--- src/rtl/mux_arb_pkg.sv ---
// Shared types, sizes and helpers for the round-robin mux arbiter.
// The tenure limit constants exist only when ARB_TIMEOUT_EN is defined.
package mux_arb_pkg;

    localparam int N_REQ = 4;
    localparam int SEL_W = 2;

`ifdef ARB_TIMEOUT_EN
    localparam int MAX_HOLD = 8;
    localparam int CNT_W    = 4;
`endif

    typedef enum logic {
        ARB_IDLE,
        ARB_OWN
    } arb_state_e;

    function automatic logic [N_REQ-1:0] onehot(input logic [SEL_W-1:0] idx);
        logic [N_REQ-1:0] v;
        v      = '0;
        v[idx] = 1'b1;
        return v;
    endfunction

endpackage

--- src/rtl/mux_rr_arbiter_rr_pick.sv ---
// Combinational rotating-priority picker: first masked request after 'last',
// scanning last+1, last+2, ... modulo N_REQ.
module rr_pick
    import mux_arb_pkg::*;
(
    input  logic [N_REQ-1:0] req,
    input  logic [SEL_W-1:0] last,
    input  logic [N_REQ-1:0] mask,
    output logic             valid,
    output logic [SEL_W-1:0] idx
);

    logic [N_REQ-1:0] eligible;
    logic [SEL_W-1:0] cand;

    assign eligible = req & mask;

    always_comb begin
        valid = 1'b0;
        idx   = last;
        cand  = last;
        // k = N_REQ wraps back to 'last' itself, so it is checked last
        for (int k = 1; k <= N_REQ; k++) begin
            cand = last + SEL_W'(k);
            if (!valid && eligible[cand]) begin
                valid = 1'b1;
                idx   = cand;
            end
        end
    end

endmodule

--- src/rtl/mux_rr_arbiter.sv ---
// Round-robin owner arbiter for a shared 4:1 mux resource; owners hold until done or req drop.
// Optional preemptive tenure limit is built when ARB_TIMEOUT_EN is defined.
module mux_rr_arbiter
    import mux_arb_pkg::*;
(
    input  logic             clk,
    input  logic             rst,
    input  logic [N_REQ-1:0] req,
    input  logic             done,
    output logic [N_REQ-1:0] grant,
    output logic [SEL_W-1:0] sel,
    output logic             busy
);

    arb_state_e       state_q, state_d;
    logic [N_REQ-1:0] grant_q, grant_d;
    logic [SEL_W-1:0] sel_q, sel_d;
    logic [SEL_W-1:0] last_q, last_d;

    logic             pick_valid;
    logic [SEL_W-1:0] pick_idx;
    logic [SEL_W-1:0] pick_last;
    logic [N_REQ-1:0] pick_mask;
    logic             new_grant;
    logic             release_w;
    logic             timeout;

    // While owning, the picker looks for a successor excluding the current owner
    assign pick_last = (state_q == ARB_OWN) ? sel_q : last_q;
    assign pick_mask = (state_q == ARB_OWN) ? ~onehot(sel_q) : '1;

    rr_pick u_pick (
        .req   (req),
        .last  (pick_last),
        .mask  (pick_mask),
        .valid (pick_valid),
        .idx   (pick_idx)
    );

`ifdef ARB_TIMEOUT_EN
    logic [CNT_W-1:0] cnt_q, cnt_d;

    assign timeout = (cnt_q >= CNT_W'(MAX_HOLD - 1));

    always_comb begin
        cnt_d = cnt_q;
        if (new_grant) begin
            cnt_d = '0;
        end else if (state_q == ARB_OWN && cnt_q < CNT_W'(MAX_HOLD)) begin
            cnt_d = cnt_q + 1'b1;
        end
    end

    always_ff @(posedge clk) begin
        if (rst) begin
            cnt_q <= '0;
        end else begin
            cnt_q <= cnt_d;
        end
    end
`else
    assign timeout = 1'b0;
`endif

    always_comb begin
        state_d   = state_q;
        grant_d   = grant_q;
        sel_d     = sel_q;
        last_d    = last_q;
        new_grant = 1'b0;
        release_w = 1'b0;
        case (state_q)
            ARB_IDLE: begin
                if (pick_valid) begin
                    state_d   = ARB_OWN;
                    new_grant = 1'b1;
                end
            end
            ARB_OWN: begin
                // Timeout only forces a release when someone else is waiting
                release_w = done || !req[sel_q] || (timeout && pick_valid);
                if (release_w) begin
                    last_d = sel_q;
                    if (pick_valid) begin
                        new_grant = 1'b1;
                    end else begin
                        state_d = ARB_IDLE;
                        grant_d = '0;
                    end
                end
            end
            default: begin
                state_d = ARB_IDLE;
                grant_d = '0;
            end
        endcase
        if (new_grant) begin
            grant_d = onehot(pick_idx);
            sel_d   = pick_idx;
        end
    end

    always_ff @(posedge clk) begin
        if (rst) begin
            state_q <= ARB_IDLE;
            grant_q <= '0;
            sel_q   <= '0;
            last_q  <= SEL_W'(N_REQ - 1);
        end else begin
            state_q <= state_d;
            grant_q <= grant_d;
            sel_q   <= sel_d;
            last_q  <= last_d;
        end
    end

    assign grant = grant_q;
    assign sel   = sel_q;
    assign busy  = |grant_q;

endmodule

--- config.mk ---
export PLATFORM = sky130hd
export DESIGN_NAME = mux_rr_arbiter
export DESIGN_NICKNAME = d
export VERILOG_FILES = /design/src/rtl/mux_arb_pkg.sv /design/src/rtl/mux_rr_arbiter_rr_pick.sv /design/src/rtl/mux_rr_arbiter.sv
export SDC_FILE = /design/constraint.sdc
export NUM_CORES = 1
export LEC_CHECK = 0
export CAP_MARGIN = 20
export CELL_PAD_IN_SITES_DETAIL_PLACEMENT = 0
export CELL_PAD_IN_SITES_GLOBAL_PLACEMENT = 2
export CORE_ASPECT_RATIO = 1.5
export CORE_MARGIN = 1.5
export CORE_UTILIZATION = 29
export CTS_CLUSTER_SIZE = 20
export DETAILED_ROUTE_END_ITERATION = 8
export GPL_TIMING_DRIVEN = 0
export HOLD_SLACK_MARGIN = 0.1
export PLACE_DENSITY = 0.8
export SKIP_CTS_REPAIR_TIMING = 1
export SLEW_MARGIN = 15
export SYNTH_ARGS = -nofsm -noshare
export SYNTH_HDL_FRONTEND = slang
export SYNTH_HIERARCHICAL = 1
export SYNTH_SLANG_ARGS = --single-unit
--- constraint.sdc ---
create_clock -name clk -period 2 [get_ports clk]
set_input_delay 0.5 -clock clk [delete_from_list [all_inputs] [get_ports clk]]
set_output_delay 0.5 -clock clk [all_outputs]
set_load 0.005 [all_outputs]
==> implementation parameters <==
Parameter                              Value

Logic synthesis
  Share of synthesized flip-flops with an asynchronous set or reset    0%
  Main flop type after synthesis    sky130_fd_sc_hd__dfxtp_1
  Post-synth cell types    32
  Number of warnings issued by yosys    6
  Avg Inst Size Synth    9.85 µm²
  Synthesized net count    70
  Seq cells post-synth    9
  Cell count after synthesis    63
  Sequential share of the synthesized area    29.0%
  Cell area after technology mapping    621 µm²
  Number of flops mapped to enable cells by yosys    0

STA
  Worst path setup slack after routing    0.135 ns
  Timing-limited maximum frequency    536 MHz
  Layout Skew    0.00176 ns
  Actual slew at the worst max-slew pin    0.312 ns
  Final Critical Period    1.86 ns
  Final count of hold timing violations    0
  RSZ-0062 raised after global routing    false
  Fraction of the cycle the final worst path needs    93.2%
  Number of max-slew violations in the final report    0
  Final-layout setup total negative slack    0 ns
  Final setup violation count    0
  Worst max-slew margin expressed relative to the limit    79.2%

GRT
  Number of antenna violations at the first check in global routing    0
  Global-route wire length before repair    1960 µm
  GRT Total Usage    12.0%
  Total gr overflow    0
  Maximum number of pins on one net before global-route repair    11
  Vias in the first global route    487

Placed design
  Final weighted congestion in routability-driven placement    0.680
  Port buffer count    13
  Setup slack at placement    -0.127 ns
  Total half-perimeter wirelength after legalization and detailed placement    1020 µm

Floorplanning
  Rows    20
  Starting density of the core    30.6%
  Horizontal die dimension    40.8 µm
  Die height    59.7 µm
  Placeable core area    2030 µm²
  Die Area    2430 µm²
  Boundary Pins    14

Critical path
  WP data arrival    2.07 ns
  CP Launch Type    input pin
  Setup Crit Path Kind    in -> reg
  Max FO, Critical Path    4
  Endpoint kind of the worst setup timing path    register
  Required time at the endpoint of the critical path    2.20 ns

Finish
  Antenna diode count    0
  Number of nets in the final layout    88
  Area taken by multi-input logic gates    402 µm²
  Synthesis-to-finish area growth    30.0%
  Filler cell count    214
  Fraction of layout instances using a drive strength above 1    18.8%
  Final Core Density    39.8%
  Area taken by flip-flops and latches    180 µm²

Clocking
  Source-to-sink clock delay at the later pin of the worst-skew pair    0.25 ns
  Root Driver    sky130_fd_sc_hd__clkbuf_4
  Number of H-tree levels    1
  Total number of clock tree sinks    9
  Clock-pin slew reported for the worst setup and hold paths after clock tree synthesis    0.06 ns
  CTS tree    done
  TritonCTS Buffers    3
  Number of buffers on the longest clock path    2

Power and ir drop
  Leak pwr    0.000316 µW
  Overall Power    738 µW
  P per Cell Area    914 nW/µm²
  Worst vdd rail ir drop    0.000413 V

Route
  Routed wire per std cell    12.8 µm
  Vias per Instance    5.26
  Post-route DRC violation count    0
  WL final    1310 µm
  Router iterations before antenna repair    4
  Residual antenna-violating net count after detailed routing    0
  Vias    537
  Initial DRC Count    9

Run
  Max-capacitance violation count    0

Outcome
  Status    finished clean

Min path
  Class of the tightest hold or removal check    reg -> reg
## metrics by stage
| stage | cell area (µm²) | hold slack, ns | instances |
|---|---|---|---|
| floorplan | 621 | 0.449 | 63 |
| global placement | 778 | 0.467 | 98 |
| detailed placement | 778 | 0.470 | 98 |
| CTS | 805 | 0.487 | 102 |
| global route | 807 | 0.517 | 102 |
| finish | 807 | 0.480 | 102 |
## where the power goes
part / switching (µW) / internal, µW / leakage (µW)
logic: 162 / 200 / 0.000226
clock network: 60.5 / 76.7 / 0.0000150
registers: 22.2 / 216 / 0.0000746
## cell usage after synthesis (all sizes together), types with 2 or more instances
master  instances  area, µm²
dfxtp           9        180
nand3           2       10.0
nor2            4       15.0
nand2b          2       12.5
mux2i           4       65.1
nand2           5       18.8
inv             3       11.3
a22o            5       43.8
mux2            2       22.5
buf             3       27.5
nor3            2       10.0
o221ai          2       41.3
nand3b          4       30.0
## kinds of logic (layout without fill, tap and decap cells)
| logic type | count (synthesis) | count (layout) | share of synthesized area, % |
|---|---|---|---|
| AND/OR/NAND/NOR | 26 | 26 | 26.2 |
| multiplexers | 6 | 6 | 14.1 |
| AO/OA/AOI/OAI | 16 | 16 | 24.4 |
| buffers and inverters | 6 | 23 | 6.25 |
| flip-flops | 9 | 9 | 29.0 |
## worst max-delay path, cell delays in order
cell and delay [ns]:
sky130_fd_sc_hd__clkdlybuf4s50_1 0.57, sky130_fd_sc_hd__a22o_1 0.19, sky130_fd_sc_hd__nand3b_1 0.21, sky130_fd_sc_hd__o221ai_4 0.16, sky130_fd_sc_hd__nor3b_2 0.27, sky130_fd_sc_hd__a22o_1 0.17
## path summary, 6_finish.rpt
path / from / end / slack (ns) / depth (start not counted)
max: req[3] / grant[2] / 0.14 / 6
min: last_q[1] / last_q[1] / 0.48 / 2
max reg2reg: sel[0] / grant[2] / 0.26 / 7
min reg2reg: last_q[1] / last_q[1] / 0.48 / 2
## cell usage in the layout, fill, tap and decap left out, types with 2 or more instances in the layout
master                            synthesis  final
sky130_fd_sc_hd__buf_6                    2      2
sky130_fd_sc_hd__clkbuf_4                 0      3
sky130_fd_sc_hd__nor2_1                   4      4
sky130_fd_sc_hd__a22o_1                   5      5
sky130_fd_sc_hd__nand2_1                  5      5
sky130_fd_sc_hd__dfxtp_1                  9      9
sky130_fd_sc_hd__nor3_1                   2      2
sky130_fd_sc_hd__nand3b_1                 4      4
sky130_fd_sc_hd__inv_1                    3      3
sky130_fd_sc_hd__mux2i_1                  2      2
sky130_fd_sc_hd__nand3_1                  2      2
sky130_fd_sc_hd__nand2b_1                 2      2
sky130_fd_sc_hd__clkdlybuf4s50_1          0     12
sky130_fd_sc_hd__mux2_2                   2      2
sky130_fd_sc_hd__mux2i_4                  2      2
## layout make-up
cell class              count  share of cell area (%)
repair buffers             13                    16.4
well taps                  22                    3.41
inverters                   3                    1.40
clock buffers               4                    3.26
multi-input cells          48                    49.8
flip-flops and latches      9                    22.3
plain buffers               3                    3.41
## sequential cells by signal (all words and copies together) (netlist names)
name and cells:
sel 2, last_q 2, grant 4, state_q 1
## per-layer routing
metal  part of all wire (%)  vias to the layer above  global-route usage, %
met5                      0                        -                      0
met4                    1.2                        0                   8.57
met3                    5.1                        2                   1.12
met2                     49                       15                   20.0
met1                     45                      245                   13.2
li1                       -                      275                      -
Power figures use the tool's default switching activity.
